File: config.mk
export PLATFORM = sky130hd
export DESIGN_NAME = reg_dump_reader
export DESIGN_NICKNAME = d
export VERILOG_FILES = /design/src/rtl/cpu_debug_pkg.sv /design/src/rtl/dump_byte_mux.sv /design/src/rtl/reg_dump_reader.sv
export SDC_FILE = /design/constraint.sdc
export NUM_CORES = 1
export LEC_CHECK = 0
export CAP_MARGIN = 30
export CORE_AREA = 2 2 70 72
export DETAILED_ROUTE_END_ITERATION = 16
export DIE_AREA = 0 0 72 74
export PLACE_DENSITY = 0.82
export SYNTH_ARGS = -nofsm -noshare
export SYNTH_HDL_FRONTEND = slang
export SYNTH_SLANG_ARGS = --single-unit
File: constraint.sdc
create_clock -name iCpuClock -period 2.1 [get_ports iCpuClock]
set_input_delay 0.42 -clock iCpuClock [delete_from_list [all_inputs] [get_ports iCpuClock]]
set_output_delay 0.42 -clock iCpuClock [all_outputs]
set_load 0.02 [all_outputs]
File: src/rtl/cpu_debug_pkg.sv
// Shared types and constants for the CPU debug register dump path.
// Optional header byte per register is enabled by defining REG_DUMP_HEADER_EN.
package cpu_debug_pkg;

  typedef enum logic [1:0] {IDLE, READ, SEND, DONE} dump_state_t;

  localparam int BYTES_PER_REG = 4;

`ifdef REG_DUMP_HEADER_EN
  localparam int HEADER_BYTE_COUNT = 1;
`else
  localparam int HEADER_BYTE_COUNT = 0;
`endif

  localparam int BC_WIDTH = 3;
  localparam logic [BC_WIDTH-1:0] BC_LAST = BC_WIDTH'(BYTES_PER_REG + HEADER_BYTE_COUNT - 1);

endpackage

File: src/rtl/dump_byte_mux.sv
// Selects the outgoing byte from {header, shadow} by byte counter, MSB first.
// With REG_DUMP_HEADER_EN the header occupies bc=0, otherwise it is never selected.
module dump_byte_mux
  import cpu_debug_pkg::*;
(
  input  logic [31:0]         shadow,
  input  logic [7:0]          header,
  input  logic [BC_WIDTH-1:0] bc,
  output logic [7:0]          byte_data
);

  logic [39:0] frame;
  logic [5:0]  lsb;

  // bc counts from the first emitted byte; without a header the frame starts one byte lower
  always_comb begin
    frame     = {header, shadow};
    lsb       = 6'(8 * (BYTES_PER_REG - 1 + HEADER_BYTE_COUNT - int'(bc)));
    byte_data = frame[lsb +: 8];
  end

endmodule

File: src/rtl/reg_dump_reader.sv
// Walks the register file debug read port and streams each register as bytes
// over a valid/ready interface. REG_DUMP_HEADER_EN adds an index byte per register.
module reg_dump_reader
  import cpu_debug_pkg::*;
#(
  parameter int REG_COUNT  = 32,
  parameter int ADDR_WIDTH = 5,
  parameter int DATA_WIDTH = 32
) (
  input  logic                  iCpuClock,
  input  logic                  iCpuReset,
  input  logic                  iDumpStart,
  input  logic                  iDumpAbort,
  output logic [ADDR_WIDTH-1:0] oRegAddr,
  input  logic [DATA_WIDTH-1:0] iRegData,
  output logic                  oByteValid,
  input  logic                  iByteReady,
  output logic [7:0]            oByteData,
  output logic                  oBusy,
  output logic                  oDumpDone
);

  dump_state_t           state;
  dump_state_t           state_nxt;
  logic [ADDR_WIDTH-1:0] idx;
  logic [BC_WIDTH-1:0]   bc;
  logic [DATA_WIDTH-1:0] shadow;
  logic [7:0]            mux_byte;
  logic                  xfer;
  logic                  bc_last;
  logic                  idx_last;

  assign xfer     = (state == SEND) && iByteReady;
  assign bc_last  = (bc == BC_LAST);
  assign idx_last = (idx == ADDR_WIDTH'(REG_COUNT - 1));

  always_ff @(posedge iCpuClock or negedge iCpuReset) begin
    if (!iCpuReset) state <= IDLE;
    else            state <= state_nxt;
  end

  // Abort wins over any transfer in the same cycle
  always_comb begin
    state_nxt = state;
    case (state)
      IDLE: if (iDumpStart) state_nxt = READ;
      READ: state_nxt = iDumpAbort ? IDLE : SEND;
      SEND: begin
        if (iDumpAbort)           state_nxt = IDLE;
        else if (xfer && bc_last) state_nxt = idx_last ? DONE : READ;
      end
      DONE: state_nxt = IDLE;
      default: state_nxt = IDLE;
    endcase
  end

  always_ff @(posedge iCpuClock or negedge iCpuReset) begin
    if (!iCpuReset) begin
      idx    <= '0;
      bc     <= '0;
      shadow <= '0;
    end else begin
      case (state)
        IDLE: if (iDumpStart) idx <= '0;
        READ: if (!iDumpAbort) begin
          shadow <= iRegData;
          bc     <= '0;
        end
        SEND: if (!iDumpAbort && xfer) begin
          if (!bc_last)      bc  <= bc + 1'b1;
          else if (!idx_last) idx <= idx + 1'b1;
        end
        default: ;
      endcase
    end
  end

  dump_byte_mux u_mux (
    .shadow    (shadow[31:0]),
    .header    (8'(idx)),
    .bc        (bc),
    .byte_data (mux_byte)
  );

  always_comb begin
    oRegAddr   = idx;
    oByteValid = (state == SEND);
    oByteData  = (state == SEND) ? mux_byte : 8'h00;
    oBusy      = (state != IDLE);
    oDumpDone  = (state == DONE);
  end

endmodule

---- Word-level counts from Yosys, hierarchy flattened ----
Index checks and enable logic that the tools add are counted.
storage, ports and cells
  bits in writable memories ............... 0
  logic and storage cells ................. 49
  bits in read-only memories .............. 0
  memories ................................ 0
  input port bits ......................... 37
  output and inout bits ................... 16
  latch bits .............................. 0
  register bits ........................... 42
operators by class
  equality and inequality tests ........... 12
  add/sub/neg operators ................... 3
  muxes and demuxes ....................... 16
  $lt $le $gt $ge ......................... 0
  bitwise operators ....................... 1
  reduce and logical (&&, ||, !) cells .... 12
  divide/modulo/power cells ............... 0
  shift operators ......................... 1
  multipliers ............................. 0
operators by type and width
  operator                                                                count
  40-bit by 7-bit variable part select with 8-bit output                  1
  5-bit 2-to-1 mux                                                        4
  2-bit 2-to-1 mux                                                        5
  5-bit one-hot mux with 2 select lines                                   1
  3-bit 2-to-1 mux                                                        3
  8-bit 2-to-1 mux                                                        1
  2-bit != test (second input constant)                                   4
  2-bit one-hot mux with 4 select lines                                   1
  3-bit one-hot mux with 2 select lines                                   1
  2-bit nonzero test                                                      3
  5-bit by 1-bit adder with 5-bit output (second input constant)          1
  5-bit equality test (second input constant)                             1
  5-bit AND reduction                                                     1
  2-bit equality test (second input constant)                             2
  2-bit by 1-bit != test with 1-bit output (second input constant)        2
  2-bit AND reduction                                                     2
  4-bit AND reduction                                                     1
  3-bit by 1-bit adder with 3-bit output (second input constant)          1
  3-bit by 2-bit equality test with 1-bit output (second input constant)  1
  1-bit logical AND                                                       3
  3-bit by 2-bit != test with 1-bit output (second input constant)        1
  2-bit by 3-bit subtractor with 3-bit output (first input constant)      1
  2-bit by 1-bit equality test with 1-bit output (second input constant)  1
  2-bit logical NOT                                                       1
  2 further kinds                                                         2

---- Longest topological paths before layout ----
Gate-level depths: netlist (run 1).
  word-level depth ........................ 6
  gate-level depth with buffers ........... 6
  mapped depth without buffers ............ 6

---- Hierarchy ----
From an unflattened synthesis (run 1), not the netlist that was laid out.
unflattened totals
  cell total of the unflattened synthesis .. 183
  area, all modules ....................... 2,328.5 um^2
modules (own cells, without submodules)
  module           cells each  instances  area each (um^2)
  reg_dump_reader  134         1          1,969.4
  dump_byte_mux    49          1          359.1

---- Worst setup path before layout (run 1) ----
No wires, ideal clock.
  path kind ............................... reg2reg
  start point ............................. register idx[0], in the netlist oRegAddr[0]
  end point ............................... register idx[0], in the netlist oRegAddr[0]
  path slack .............................. 155 ps
  stages on the path, launching flop included .. 7
  buffers on the path ..................... 0
  data arrival time ....................... 1,877 ps
  cell sequence ........................... dfrtp_1 > ha_1 > and3_1 > ha_1 > nand4bb_1 > or4_1 > nand3_1
on the way
  longest elaborated chain between the ends .. 5
ends and longest elaborated chain
  item                                    line                   RTL
  start, declared                         reg_dump_reader.sv:25  logic [ADDR_WIDTH-1:0] idx;
  start signal, assigned                  reg_dump_reader.sv:71  else if (!idx_last) idx <= idx + 1'b1;
  5-bit by 1-bit adder with 5-bit output  reg_dump_reader.sv:71
  5-bit 2-to-1 mux                        reg_dump_reader.sv:71
  5-bit 2-to-1 mux                        reg_dump_reader.sv:70  if (!bc_last) bc <= bc + 1'b1;
  5-bit 2-to-1 mux                        reg_dump_reader.sv:69  SEND: if (!iDumpAbort && xfer) begin
  5-bit one-hot mux with 2 select lines   reg_dump_reader.sv:63  case (state)
Parallel ways exist; a longest one is shown, timed or not. The select of a mux whose other input is x is not followed.
A chain may end at the register's enable or synchronous reset.

---- Worst setup path in the final report (run 1) ----
  start point ............................. register bc[0]
  end point ............................... output oByteData[4]
on the way
  longest elaborated chain between the ends .. 3
ends and longest elaborated chain
  item                                                    line                   RTL
  start, declared                                         reg_dump_reader.sv:26  logic [BC_WIDTH-1:0] bc;
  start signal, assigned                                  reg_dump_reader.sv:70
  2-bit by 3-bit subtractor with 3-bit output             dump_byte_mux.sv:18    lsb = 6'(8 * (BYTES_PER_REG - 1 + HEADER_BYTE_COUNT - int'(bc)));
  40-bit by 7-bit variable part select with 8-bit output  dump_byte_mux.sv:19    byte_data = frame[lsb +: 8];
  8-bit 2-to-1 mux                                        reg_dump_reader.sv:88  oByteData = (state == SEND) ? mux_byte : 8'h00;
  end, declared                                           reg_dump_reader.sv:18  output logic [7:0] oByteData,
Every way passes these cells.

==> results of run 1 <==
worst paths after layout:
| check | depth (start not counted) | start | slack (ns) | endpoint |
|---|---|---|---|---|
| min | 1 | iCpuReset | 0.1 | bc[2] |
| min in group iCpuClock | 1 | shadow[12] | 0.51 | shadow[12] |
| max reg2reg | 6 | oRegAddr[0] | 0.23 | oRegAddr[0] |
| max in group asynchronous | 2 | iCpuReset | 1.45 | shadow[17] |
| min reg2reg | 1 | shadow[12] | 0.51 | shadow[12] |
| max | 5 | bc[0] | -0.11 | oByteData[4] |
cell families (layout without fill, tap and decap cells):
group	after synthesis	after routing	synth area share
AND/OR/NAND/NOR	40	40	0.122
buffers and inverters	12	80	0.0327
flip-flops	42	42	0.490
multiplexers	41	41	0.263
AO/OA/AOI/OAI	20	20	0.0753
adder cells (fa/ha/maj)	3	3	0.0175
routing by layer:
metal,GRT usage,vias to the layer above,routed length [um]
li1,-,734,-
met1,0.236,803,1950
met2,0.316,52,2370
met3,0.0447,10,276
met4,0.143,0,151
met5,0,-,0
cells in the final DEF, fill, tap and decap left out, types with 3 or more instances in the layout:
master,instances
sky130_fd_sc_hd__and3_1,3
sky130_fd_sc_hd__clkbuf_8,6
sky130_fd_sc_hd__o221ai_1,5
sky130_fd_sc_hd__nand2b_1,3
sky130_fd_sc_hd__buf_4,11
sky130_fd_sc_hd__nand2_1,6
sky130_fd_sc_hd__and3_4,3
sky130_fd_sc_hd__a32o_2,3
sky130_fd_sc_hd__a21o_1,3
sky130_fd_sc_hd__dfrtp_1,41
sky130_fd_sc_hd__ha_1,3
sky130_fd_sc_hd__nand3_1,7
sky130_fd_sc_hd__inv_1,3
sky130_fd_sc_hd__a21oi_1,3
sky130_fd_sc_hd__nand4_1,3
sky130_fd_sc_hd__mux2_2,33
sky130_fd_sc_hd__mux4_2,8
sky130_fd_sc_hd__clkdlybuf4s50_1,41
sky130_fd_sc_hd__buf_6,10
cell type report:
class	count	area [um2]	area share
multi-input combinational	104	1030	0.351
sequential	42	1050	0.359
clock inverter	1	5.00	0.00171
timing repair buffer	68	677	0.231
tap	54	67.6	0.0230
clock buffer	7	86.3	0.0294
inverter	4	15.0	0.00512
metrics by stage:
stage	setup WS [ns]	area (um2)	hold slack (ns)	setup TNS (ns)	util
finish	-0.111	2930	0.0975	-0.506	0.638
global route	-0.176	2930	0.142	-0.941	0.638
CTS	-0.100	2910	0.114	-0.653	0.632
detailed placement	-0.126	2790	0.439	-0.901	0.606
global placement	-0.0954	2790	0.433	-0.706	0.606
floorplan	0.155	2140	0.124	0	-
power breakdown:
group	internal [W]	switching (W)
sequential	0.00104	0.000137
combinational	0.000512	0.000271
clock	0.000265	0.000272
total	0.00181	0.000679
state kept, by name, summed over array words and instances (netlist names):
| signal | flops |
|---|---|
| oRegAddr | 5 |
| bc | 3 |
| shadow | 32 |
| state | 2 |
synth_stat cells:
| master | instances | area share |
|---|---|---|
| sky130_fd_sc_hd__and4bb_2 | 2 | 0.012 |
| sky130_fd_sc_hd__nand3b_1 | 2 | 0.0070 |
| sky130_fd_sc_hd__nor2_1 | 2 | 0.0035 |
| sky130_fd_sc_hd__nor3b_4 | 1 | 0.0088 |
| sky130_fd_sc_hd__dfrtp_1 | 42 | 0.49 |
| sky130_fd_sc_hd__inv_1 | 4 | 0.0070 |
| sky130_fd_sc_hd__mux4_2 | 5 | 0.053 |
| sky130_fd_sc_hd__a31o_2 | 1 | 0.0041 |
| sky130_fd_sc_hd__and3b_1 | 2 | 0.0082 |
| sky130_fd_sc_hd__or4_1 | 1 | 0.0035 |
| sky130_fd_sc_hd__and3_1 | 6 | 0.018 |
| sky130_fd_sc_hd__ha_1 | 3 | 0.018 |
| sky130_fd_sc_hd__nor3b_1 | 1 | 0.0035 |
| sky130_fd_sc_hd__nand3_1 | 7 | 0.016 |
| sky130_fd_sc_hd__a32o_1 | 5 | 0.023 |
| sky130_fd_sc_hd__mux2_2 | 33 | 0.17 |
| sky130_fd_sc_hd__buf_6 | 2 | 0.011 |
| sky130_fd_sc_hd__buf_2 | 2 | 0.0047 |
| sky130_fd_sc_hd__and2_1 | 1 | 0.0029 |
| sky130_fd_sc_hd__nand4bb_1 | 1 | 0.0053 |
| sky130_fd_sc_hd__a211o_1 | 1 | 0.0041 |
| sky130_fd_sc_hd__mux4_1 | 3 | 0.037 |
| sky130_fd_sc_hd__nand2_1 | 6 | 0.011 |
| sky130_fd_sc_hd__a21o_1 | 3 | 0.011 |
| sky130_fd_sc_hd__clkbuf_1 | 2 | 0.0035 |
| sky130_fd_sc_hd__buf_4 | 2 | 0.0070 |
| sky130_fd_sc_hd__o221ai_1 | 5 | 0.020 |
| sky130_fd_sc_hd__a21oi_1 | 3 | 0.0070 |
| sky130_fd_sc_hd__nand4_1 | 3 | 0.0088 |
| sky130_fd_sc_hd__a211oi_1 | 1 | 0.0035 |
| sky130_fd_sc_hd__nand2b_1 | 3 | 0.0088 |
| sky130_fd_sc_hd__o21ai_0 | 1 | 0.0023 |
| sky130_fd_sc_hd__or2_2 | 2 | 0.0058 |
what timing repair did:
item / in CTS / in global routing
setup endpoints to repair: 9 / 9
pin swaps: 1 / 4
buffers inserted: 2 / 2
gates resized for setup: 45 / 19
gates cloned: 1 / 0
worst max-delay path, delay by kind of cell (launching register included):
kind            cells  cell delay (ns)
buf+inv             3             0.36
compound gates      1             0.25
flops               1             0.38
mux                 1             0.50
==> impl_results.md, run 1 <==
- Time the final worst path needs with I/O delays and setup: 2.21 ns
- Boundary Pins: 53
- Critical Path AT: 1.79 ns
- Total CTS buffers: 5
- Iteration-0 DRC count of the detailed router: 126
- Ys Warns: 0
- Period Utilization, post-route: 1.05
- Crit-path slowest cell: sky130_fd_sc_hd__mux4_2
- Rows: 25
- Worst-path fanout max: 5
- Wire length per cell after detailed routing: 17.0 um
- Pin count of the biggest net entering global routing: 36
- Flip-flop and latch count after synthesis: 42
- Number of I/O port buffers: 52
- Total detailed-routing wirelength: 4750 um
- Post-detailed-placement half-perimeter wirelength: 3280 um
- Effective utilization at floorplan: 0.466
- Worst EP required: 1.68 ns
- Maximum vdd ir drop: 560 uV
- Unrepaired setup endpoints after global routing: true
- Static Leakage: 1.27 nW
- Number of nets still failing antenna checks after routing: 0
- Status: finished with violations
- Number of cells in the design after placement: 268
- Path class of the lowest-slack min-delay path: in2async
- Number of cells produced by synthesis: 158
- Clock tree from TritonCTS: done
- Power per unit of standard cell area: 850 nW/um2
- Global-route wire length before repair: 7840 um
- Overall Power: 0.00249 W
- Fillers: 356
- GRT Total Usage: 0.197
- Worst relative slew slack: 0.630
- Nets in the synthesized netlist: 198
- CTS Hold Buffers Added: 0
- Crit path capture type: primary output
- Slew Viols, Final: 0
- Clock Tree Buf Depth: 2
- Nets: 265
- Hold Violations, Final: 0
- Max Fclk: 452 MHz
- Worst-skew pair later-pin latency: 0.30 ns
- Number of antenna violations at the first check in global routing: 0
- Tightest Pin Transition: 0.556 ns
- Total DRC errors in the routed layout: 0
- Clock skew: 0.00857 ns
- Setup slack of the critical path after layout: -0.111 ns
- Post-CTS clock slew at the launch and capture registers of the worst setup and hold paths: 0.08 ns
- Cells along the critical path: buf_6 > buf_12 > mux4_2 > a32o_2 > buf_6
- Die Outline Area: 5330 um2
- Vias per std cell: 5.71
- Final setup violation count: 6
- Maximum single-stage delay on the critical path: 0.50 ns
- Core Region: 4600 um2
- Overflow left after global routing: 0
- Violations in the final reports: negative setup slack
- Die Y: 74 um
- Cell occurring most often along the worst timing path: sky130_fd_sc_hd__buf_6
- Number of distinct library cell variants in the gate-level netlist after synthesis: 33
- Area delta synth->final: 36.8%
- Buffer type at the clock tree root: sky130_fd_sc_hd__clkbuf_8
- Number of antenna diodes: 0
- Sequential share of the synthesized area: 0.490
- Die width: 72 um
- Maxcap violations: 0
- Post-Layout Cell Count: 280
- Critical path startpoint category: flop
- Synthesized area divided by synthesized cell count: 13.6 um2
- Clk sink count: 42
- Post-synthesis instance area: 2140 um2
- Layout cells sized above 1: 0.385
- Via total after detailed routing: 1,599
- Placer's final routability congestion estimate: 0.870
- CTS H-tree lvls: 2
- Critical setup path kind: reg2out
- 1st-pass router iterations: 4
- Vias in the first global route: 1,695
No activity file was read; power rests on OpenSTA's default activity.
==> run 2, diff against run 1 <==
--- a/config.mk
+++ b/config.mk
@@ -6,10 +6,11 @@
 export NUM_CORES = 1
 export LEC_CHECK = 0
 export CAP_MARGIN = 30
-export CORE_AREA = 2 2 70 72
+export CORE_AREA = 2 2 72 74
 export DETAILED_ROUTE_END_ITERATION = 16
-export DIE_AREA = 0 0 72 74
+export DIE_AREA = 0 0 74 76
 export PLACE_DENSITY = 0.82
 export SYNTH_ARGS = -nofsm -noshare
 export SYNTH_HDL_FRONTEND = slang
+export SYNTH_HIERARCHICAL = 1
 export SYNTH_SLANG_ARGS = --single-unit
==> run 2 against run 1 <==
The run still ends with negative setup slack left. First-iteration DRC count fell by 34%. Global-route usage hardly changed. Via count increased by 6.9%. Sequential power increased by 3%. Register-to-register slack worse by 0.12 ns. Synthesized cell count increased by 16%. Setup slack gained 0.051 ns. Area after synthesis grew 8.6%. Combinational power up 32%. Clock power is 1% lower.
==> impl_results.md, run 2 <==
- Number of distinct library cell variants in the gate-level netlist after synthesis: 40 (+21%)
- Most common cell after layout, fill and taps aside: sky130_fd_sc_hd__clkdlybuf4s50_1
- Max Fclk: 463 MHz (+2.4%)
- Top cells by area in the synthesized netlist: sky130_fd_sc_hd__dfrtp_1, sky130_fd_sc_hd__mux2_4, sky130_fd_sc_hd__mux2_2
- Number of synthesized flops with an enable pin: 0 (unchanged)
- Pre-CTS setup slack: -0.226 ns (-0.100 ns)
- Worst-skew pair later-pin latency: 0.29 ns (about the same)
- Internal reg-to-reg setup slack: 0.11 ns (-0.12 ns)
- Post-CTS clock slew at the launch and capture registers of the worst setup and hold paths: 0.09 ns (about the same)
- Slew Viols, Final: 0 (unchanged)
- Commonest cells after routing, fill and taps aside: sky130_fd_sc_hd__clkdlybuf4s50_1, sky130_fd_sc_hd__dfrtp_1, sky130_fd_sc_hd__mux2_4
- Core Region: 4910 um2 (+6.8%)
- Clock skew: 0.00728 ns (-0.00129 ns)
- Via total after detailed routing: 1,709 (+6.9%)
- Area delta synth->final: 38.6%
- Vias in the first global route: 1,743 (+2.8%)
- Top-area cell type share of the netlist area: 0.451 (-0.0387)
- Cell taking the most area after synthesis: sky130_fd_sc_hd__dfrtp_1
- Tightest Pin Transition: 0.526 ns (-0.0296 ns)
- Layout cells sized above 1: 0.381 (-0.00400)
- Die Y: 76 um (+2.7%)
- Library cell with the highest instance count after synthesis: sky130_fd_sc_hd__dfrtp_1
- Flip-flop and latch count after synthesis: 42 (unchanged)
- Critical path startpoint category: flop
- Path class of the lowest-slack min-delay path: in2async
- Max FFs per register: 32 (unchanged)
- Sequential share of the synthesized area: 0.451 (-0.0387)
- Synth async-reset ratio: 1.00 (unchanged)
- Nets: 292 (+10%)
- Total detailed-routing wirelength: 5390 um (+13%)
- CTS H-tree lvls: 2 (unchanged)
- Status: finished with violations
- Worst-path fanout max: 7 (+2)
- Wire length per cell after detailed routing: 16.7 um (-1.3%)
- Number of I/O port buffers: 52 (unchanged)
- Buffer type at the clock tree root: sky130_fd_sc_hd__clkbuf_8
- Period Utilization, post-route: 1.03 (-0.0243)
- Power per unit of standard cell area: 859 nW/um2 (+1.1%)
- Number of antenna diodes: 0 (unchanged)
- Clk sink count: 42 (unchanged)
- Clock Tree Buf Depth: 2 (unchanged)
- Effective utilization at floorplan: 0.474 (+0.00762)
- Total DRC errors in the routed layout: 0 (unchanged)
- Number of nets still failing antenna checks after routing: 0 (unchanged)
- Static Leakage: 1.42 nW (+12%)
- Most frequent cells after synthesis: sky130_fd_sc_hd__dfrtp_1, sky130_fd_sc_hd__mux2_4, sky130_fd_sc_hd__mux2_2
- Worst EP required: 1.68 ns (about the same)
- Time the final worst path needs with I/O delays and setup: 2.16 ns (-0.0511 ns)
- Sum of negative setup slack: -0.103 ns (+0.403 ns)
- Crit path from: bc[1]
- Post-synthesis instance area: 2330 um2 (+8.6%)
- Top register by number of flip-flops: shadow
- Terminus of the critical flop-to-flop path: bc[2]
- Most used DFF post-synth: sky130_fd_sc_hd__dfrtp_1
- CTS Hold Buffers Added: 0 (unchanged)
- Crit path capture type: primary output
- Total CTS buffers: 5 (unchanged)
- Die Outline Area: 5620 um2 (+5.6%)
- Unrepaired setup endpoints after global routing: true
- Endpoint of the most critical setup path: oByteData[2]
- Number of cells produced by synthesis: 183 (+16%)
- Setup slack of the critical path after layout: -0.0598 ns (+0.0511 ns)
- Pin count of the biggest net entering global routing: 33 (-8.3%)
- Worst flop-to-flop path startpoint: bc[0]
- Violations in the final reports: negative setup slack
- 1st-pass router iterations: 4 (unchanged)
- Critical setup path kind: reg2out
- Hold Violations, Final: 0 (unchanged)
- Number of cell instances on the worst register-to-register path: 6 (unchanged)
- Overflow left after global routing: 0 (unchanged)
- Boundary Pins: 53 (unchanged)
- Ys Warns: 6 (+6)
- Placer's final routability congestion estimate: 0.823 (-5.4%)
- Critical Path AT: 1.74 ns (-0.05 ns)
- GRT Total Usage: 0.197 (+0.000388)
- Maximum vdd ir drop: 512 uV (-8.5%)
- Post-detailed-placement half-perimeter wirelength: 3740 um (+14%)
- Fraction of the core area covered by cells at the end of the flow: 0.657 (+0.0191)
- Clock tree from TritonCTS: done
- Iteration-0 DRC count of the detailed router: 83 (-34%)
- Final setup violation count: 4 (-2)
- Synthesized area divided by synthesized cell count: 12.7 um2 (-6.3%)
- Global-route wire length before repair: 8500 um (+8.4%)
- Die width: 74 um (+2.8%)
- Worst relative slew slack: 0.649 (+0.0198)
- Overall Power: 0.00277 W (+11%)
- Rows: 26 (+4.0%)
- Number of antenna violations at the first check in global routing: 0 (unchanged)
- Maxcap violations: 0 (unchanged)
- Vias per std cell: 5.31 (-7.1%)
[run 2: where the power goes]
part,internal (W),leakage [nW],switching (W)
clock network,0.000234,0.0441,0.000297
registers,0.00104,0.509,0.000171
logic,0.000647,0.870,0.000387
[run 2: kinds of logic after synthesis]
| group | synth area share |
|---|---|
| fa+ha+maj | 0.0215 |
| compound gates | 0.109 |
| mux | 0.249 |
| other cells | 0.00161 |
| buf+inv | 0.0494 |
| simple gates | 0.118 |
| flops | 0.451 |
[run 2: worst max-delay path: stages, from the launching register on]
cell                        delay [ns]
sky130_fd_sc_hd__dfrtp_2          0.47
sky130_fd_sc_hd__bufbuf_16        0.29
sky130_fd_sc_hd__nand2_1          0.13
sky130_fd_sc_hd__o22ai_2          0.11
sky130_fd_sc_hd__a21o_1           0.19
sky130_fd_sc_hd__and2_4           0.14
sky130_fd_sc_hd__buf_6            0.12
[run 2: final cells by class]
class,count,area (um2)
inverters,5,18.8
repair buffers,69,717
flip-flops and latches,42,1050
clock buffers,5,68.8
fillers,378,1680
clock inverters,3,21.3
multi-input cells,128,1260
well taps,70,87.6
[run 2: how the worst min path moves through the flow]
stage              start  endpoint  slack [ns]  cells past startpoint
2_1_floorplan  iCpuReset     bc[0]        0.12                      0
3_3_place_gp   iCpuReset     bc[2]        0.43                      1
3_5_place_dp   iCpuReset  state[1]        0.43                      1
4_1_cts        iCpuReset  state[1]        0.11                      1
5_1_grt        iCpuReset  state[1]        0.12                      1
6_report       iCpuReset  state[1]        0.09                      1
[run 2: what timing repair did]
action | in CTS | in global routing
setup buffers | 1 | 0
setup endpoints to repair | 9 | 11
gates resized for setup | 50 | 21
gates cloned | 1 | 0
pin swaps | 3 | 5
[run 2: metal layers]
layer / global-route usage / share of wire
met5: 0 / 0
met4: 0.0509 / 0.011
met3: 0.0556 / 0.036
met2: 0.304 / 0.52
met1: 0.273 / 0.44
[run 2: through the flow]
stage               cell area (um2)  cells  hold WS [ns]
finish                         3230    322        0.0937
global route                   3230    322         0.121
CTS                            3150    322         0.112
detailed placement             2990    312         0.430
global placement               2990    312         0.429
floorplan                      2340    185         0.124
==> run 3, diff against run 2 <==
--- a/config.mk
+++ b/config.mk
@@ -5,6 +5,7 @@
 export SDC_FILE = /design/constraint.sdc
 export NUM_CORES = 1
 export LEC_CHECK = 0
+export ABC_CLOCK_PERIOD_IN_PS = 2100
 export CAP_MARGIN = 30
 export CORE_AREA = 2 2 72 74
 export DETAILED_ROUTE_END_ITERATION = 16
==> results of run 3 <==
Final layout, timing and power as in run 2 (identical DEF).
